$ cat config.mk
export PLATFORM = sky130hd
export DESIGN_NAME = ped_request_conditioner
export DESIGN_NICKNAME = d
export VERILOG_FILES = /design/src/rtl/ped_pkg.sv /design/src/rtl/btn_debouncer.sv /design/src/rtl/ped_request_conditioner.sv
export SDC_FILE = /design/constraint.sdc
export NUM_CORES = 1
export LEC_CHECK = 0
export ABC_AREA = 1
export CAP_MARGIN = 25
export CORE_MARGIN = 2
export CORE_UTILIZATION = 55
export DETAILED_ROUTE_END_ITERATION = 10
export PLACE_DENSITY = 0.78
export SKIP_CTS_REPAIR_TIMING = 1
export SLEW_MARGIN = 40
export SYNTH_ARGS = -nofsm -noshare
export SYNTH_HDL_FRONTEND = slang
export SYNTH_SLANG_ARGS = --single-unit
$ cat constraint.sdc
create_clock -name clk -period 1.7 [get_ports clk]
set_clock_uncertainty 0.2 [all_clocks]
set_input_delay 0.17 -clock clk [delete_from_list [all_inputs] [get_ports clk]]
set_output_delay 0.17 -clock clk [all_outputs]
set_load 0.05 [all_outputs]
$ cat src/rtl/ped_pkg.sv
// Shared types and default constants for the pedestrian request path.
package ped_pkg;

    // Request FSM encoding; the controller-facing outputs are decoded from it.
    typedef enum logic [1:0] {
        IDLE    = 2'b00,
        PENDING = 2'b01,
        SERVING = 2'b10,
        LOCKOUT = 2'b11
    } ped_state_t;

    // Stable cycles before the debounced button level may change.
    localparam int DEF_DB_CYCLES      = 16;
    // Cycles after a WALK during which no new request is raised.
    localparam int DEF_LOCKOUT_CYCLES = 64;
    // Width of the diagnostic press counter.
    localparam int DEF_CNT_W          = 8;

endpackage : ped_pkg

$ cat src/rtl/btn_debouncer.sv
// Reusable button front end: two-flop synchronizer, stability-count
// debouncer and rising-edge press detector.
module btn_debouncer
    import ped_pkg::*;
#(
    parameter int DB_CYCLES = DEF_DB_CYCLES
) (
    input  logic clk,
    input  logic rst,
    input  logic btn_raw,
    output logic btn_clean,
    output logic press
);

    localparam int                DB_W    = $clog2(DB_CYCLES + 1);
    localparam logic [DB_W-1:0]   DB_LAST = DB_W'(DB_CYCLES - 1);

    logic            btn_meta;
    logic            btn_sync;
    logic [DB_W-1:0] db_cnt;
    logic            btn_clean_d;

    // Bring the asynchronous button into the clk domain.
    // NOTE: btn_meta may go metastable; nothing but the second flop may read it.
    always_ff @(posedge clk) begin
        if (rst) begin
            btn_meta <= 1'b0;
            btn_sync <= 1'b0;
        end else begin
            // NOTE: non-blocking assignments let both flops sample the old value,
            // forming a real two-stage shift instead of a single wire.
            btn_meta <= btn_raw;
            btn_sync <= btn_meta;
        end
    end

    // Count consecutive cycles where the synchronized level disagrees with the
    // clean level; accept the new level only after DB_CYCLES of them.
    always_ff @(posedge clk) begin
        if (rst) begin
            db_cnt    <= '0;
            btn_clean <= 1'b0;
        end else if (btn_sync != btn_clean) begin
            if (db_cnt == DB_LAST) begin
                btn_clean <= btn_sync;
                db_cnt    <= '0;
            end else begin
                db_cnt    <= db_cnt + 1'b1;
            end
        end else begin
            db_cnt <= '0;
        end
    end

    // Delayed copy of the clean level for rising-edge detection.
    always_ff @(posedge clk) begin
        if (rst) begin
            btn_clean_d <= 1'b0;
        end else begin
            btn_clean_d <= btn_clean;
        end
    end

    // One-cycle pulse on each debounced press; releases produce nothing.
    assign press = btn_clean & ~btn_clean_d;

endmodule : btn_debouncer

$ cat src/rtl/ped_request_conditioner.sv
// Turns a raw pedestrian button into a held request for the intersection
// controller, with a post-WALK lockout and a saturating press counter.
module ped_request_conditioner
    import ped_pkg::*;
#(
    parameter int DB_CYCLES      = DEF_DB_CYCLES,
    parameter int LOCKOUT_CYCLES = DEF_LOCKOUT_CYCLES,
    parameter int CNT_W          = DEF_CNT_W
) (
    input  logic             clk,
    input  logic             rst,
    input  logic             btn_raw,
    input  logic             walk_active,
    output logic             ped_req,
    output logic             btn_clean,
    output logic             lockout,
    output logic [CNT_W-1:0] press_count
);

    localparam int              LK_W      = $clog2(LOCKOUT_CYCLES + 1);
    localparam logic [LK_W-1:0] LK_RELOAD = LK_W'(LOCKOUT_CYCLES - 1);

    logic            press;
    ped_state_t      state;
    logic [LK_W-1:0] lk_cnt;
    logic            deferred;

    btn_debouncer #(
        .DB_CYCLES (DB_CYCLES)
    ) u_debouncer (
        .clk       (clk),
        .rst       (rst),
        .btn_raw   (btn_raw),
        .btn_clean (btn_clean),
        .press     (press)
    );

    // Request FSM with its lockout timer and deferred-press flag.
    always_ff @(posedge clk) begin
        if (rst) begin
            state    <= IDLE;
            lk_cnt   <= '0;
            deferred <= 1'b0;
        end else begin
            case (state)
                IDLE: begin
                    // A WALK without a press here belongs to someone else.
                    if (press) state <= PENDING;
                end
                PENDING: begin
                    // Extra presses merge into the one outstanding request.
                    if (walk_active) state <= SERVING;
                end
                SERVING: begin
                    if (!walk_active) begin
                        state  <= LOCKOUT;
                        lk_cnt <= LK_RELOAD;
                    end
                end
                LOCKOUT: begin
                    if (lk_cnt == '0) begin
                        // A press on the expiry edge still counts as deferred.
                        state    <= (deferred || press) ? PENDING : IDLE;
                        deferred <= 1'b0;
                    end else begin
                        lk_cnt <= lk_cnt - 1'b1;
                        if (press) deferred <= 1'b1;
                    end
                end
                default: begin
                    state    <= IDLE;
                    deferred <= 1'b0;
                end
            endcase
        end
    end

    // Diagnostic count of debounced presses, held at full scale.
    always_ff @(posedge clk) begin
        if (rst) begin
            press_count <= '0;
        end else if (press && (press_count != {CNT_W{1'b1}})) begin
            press_count <= press_count + 1'b1;
        end
    end

    assign ped_req = (state == PENDING);
    assign lockout = (state == LOCKOUT);

endmodule : ped_request_conditioner

==> qor.csv <==
metric,value,unit
status,finished clean,
worst min-delay path category,in2reg,
Crit Path Class,reg2reg,
CTS tree,yes,
Die Ht,55.8,µm
Max-slew headroom,0.732,
number of DRC markers in iteration 0,48,
largest area contributor in the netlist,dfxtp_1,
Placed Cells,244,
Vias,1281,
"EDFF count, synth",0,
Pins Over Slew Limit,0,
share of cells above drive strength 1,0.247,
root buffer cell,clkbuf_4,
Worst path top cell family by delay,flip-flops,
RD Place Congestion,0.896,
area of the multi-input gates,826,µm²
synth top area cells,"dfxtp_1 (37%), nand2_1 (10%), ha_1 (8.5%)",
vias in the first global route,1194,
Cells after Synth,196,
FP Rows,18,
worst-margin pin slew,0.400,ns
Post-DP HPWL,2.20,mm
max cap viols,0,
ANT nets after route,0,
DRT Wirelength,2.86,mm
CP max FO,5,
Worst setup SP type,register,
final core utilization,0.701,
remaining global-route overflow,0,
CTS Sinks,27,
Synth-to-Final Area Change,19.7,%
Worst-path clk slew,0.15,ns
die extent in x,55.8,µm
period utilization,0.938,
Static Leakage,0.000742,µW
Storage cell area,551,µm²
mapped cell area,0.00148,mm²
switching share of power,0.349,
I/O pin cnt,15,
Seq pwr share,0.497,
pre-CTS WS,0.0316,ns
ant diodes,0,
PD cells,822,mW/mm²
crit path max-delay cell type,dfxtp_2,
post-synthesis sequential area ratio,0.366,
Comb power frac,0.308,
end of the worst hold path,u_debouncer.btn_meta$_SDFF_PP0_,
Setup crit end kind,register,
hold depth,3,
post-synth top area share,0.366,
largest buffer count on any clock path,2,
peak supply drop,0.781,mV
syn_area_per_cell,7.54,µm²
f_max,627,MHz
reg2reg setup slack,0.10,ns
"critical path, cell by cell",ha_1 -> nand2_1 -> nor2_1 -> ha_1 -> inv_1 -> o211ai_1 -> buf_4 -> nor2_1,
Skew-Pair Late Insertion Delay,0.33,ns
reg2reg path depth,8,
Finished Layout Cells,249,
Synth async-reset ratio,0,
reg2reg end,u_debouncer.db_cnt[4]$_SDFF_PP0_,
routed len/inst,11.5,µm
WP buf/inv,2,
fin worst setup slack,0.105,ns
Worst Path Arrival,1.68,ns
die area,0.00312,mm²
Fin. Hold Viols,0,
"Net Count, Synth",210,
Port Buffers,14,
post-synthesis register bit count,27,
fillers,195,
final-report setup violation count,0,
antenna violations before repair,0,
CTS buffer count,3,
Cell Int Power,946,µW
first-pass GRT wire length,4.83,mm
switching power,508,µW
largest net degree at the start of global routing,16,
Synth cell types,26,
core area,0.00252,mm²
H-tree lvl count,1,
min cycle time layout,1.60,ns
Starting Density,0.586,
hold path start,btn_raw,
clock share of power,0.196,
"Req. time, crit path",1.78,ns
prevailing post-synth register cell,dfxtp_1,
Tot GR Track Use,0.190,
YS warnings,0,
drt first pass iters,4,
Final nets,234,
vias per cell,5.14,
max incr delay on CP,0.36,ns
number of remaining DRC errors,0,
RR Startpoint,u_debouncer.db_cnt[0]$_SDFF_PP0_,
==> flip-flops by register name, summed over array words and instances, names as in the netlist <==
register,flops
deferred,1
lk_cnt,7
press_count,8
state,2
u_debouncer.btn_clean,1
u_debouncer.btn_clean_d,1
u_debouncer.btn_meta,1
u_debouncer.btn_sync,1
u_debouncer.db_cnt,5
==> power by group through the flow <==
stage	clock network, µW	registers, µW	logic (µW)
6_report	285	722	447
2_1_floorplan	0	710	311
3_5_place_dp	0	718	434
4_1_cts	296	704	436
5_1_grt	310	727	490
3_3_place_gp	0	714	408
==> metal layers <==
| layer | vias up | wire length (µm) | GRT usage |
|---|---|---|---|
| met5 | - | 0 | 0 |
| met3 | 8 | 114 | 0.0209 |
| met1 | 576 | 1260 | 0.227 |
| met4 | 0 | 73 | 0.0884 |
| met2 | 27 | 1410 | 0.340 |
| li1 | 670 | - | - |
==> worst register-to-register path: cells and delay by family, from the launching register on <==
family          cells  cell delay [ns]
flops               1             0.36
compound gates      1             0.18
buf+inv             2             0.27
simple gates        3             0.19
fa+ha+maj           2             0.36
==> kinds of logic (layout without fill, tap and decap cells) <==
kind of cell             count (synthesis)  in the layout  synth area share
AND/OR/NAND/NOR                        102            102             0.358
buffers and inverters                   31             54            0.0872
flip-flops                              27             27             0.366
AO/OA/AOI/OAI                           23             23            0.0864
adder cells (fa/ha/maj)                 10             10            0.0847
XOR/XNOR                                 3              3            0.0178
==> through the flow <==
step           hold slack, ns  TNS (ns)  power [µW]  instance area [µm²]
6_report                0.136         0        1450                 1770
2_1_floorplan          0.0770   -0.0149        1020                 1480
4_1_cts                 0.133   -0.0298        1440                 1740
3_5_place_dp            0.210         0        1150                 1710
5_1_grt                 0.171   -0.0105        1530                 1770
3_3_place_gp            0.198         0        1120                 1710
==> cells in the final DEF, fill, tap and decap left out, types with 5 or more instances in the layout <==
cell	n
nor2_4	6
nand2_1	40
dfxtp_2	5
inv_2	5
a21oi_1	14
ha_1	8
buf_4	15
nand3_1	17
dfxtp_1	21
nor2_1	21
inv_1	23
==> cells in the mapped netlist, types with 2 or more instances <==
library cell / n
nor2_4: 6
xor2_1: 3
inv_1: 24
nand4_1: 2
nand2_4: 2
a21oi_1: 14
nand2_1: 41
dfxtp_1: 27
o21ai_0: 3
nand2_2: 2
o21ai_1: 3
buf_2: 2
nor2_1: 21
inv_2: 4
nand3_1: 17
nor3_1: 3
ha_1: 10
nor2_2: 4
==> area by class of cell <==
cell class | count | share of cell area
Multi-Input combinational cell | 138 | 0.467
Tap cell | 30 | 0.0212
Inverter | 28 | 0.0594
Clock buffer | 3 | 0.0127
Sequential cell | 27 | 0.311
Timing Repair Buffer | 22 | 0.126
Clock inverter | 1 | 0.00283
==> worst max-delay path by stage <==
stage,slack (ns),cells past startpoint,to,from
finish,0.10,8,u_debouncer.db_cnt[4]$_SDFF_PP0_,u_debouncer.db_cnt[0]$_SDFF_PP0_
global route,-0.009,7,u_debouncer.db_cnt[2]$_SDFF_PP0_,u_debouncer.db_cnt[0]$_SDFF_PP0_
CTS,-0.03,3,lockout,state[1]$_SDFFE_PP0P_
detailed placement,0.03,9,state[0]$_SDFFE_PP0P_,state[0]$_SDFFE_PP0P_
global placement,0.13,8,lk_cnt[4]$_SDFFE_PP0P_,state[0]$_SDFFE_PP0P_
floorplan,-0.007,7,lk_cnt[4]$_SDFFE_PP0P_,state[1]$_SDFFE_PP0P_
No activity file was read; power rests on OpenSTA's default activity.
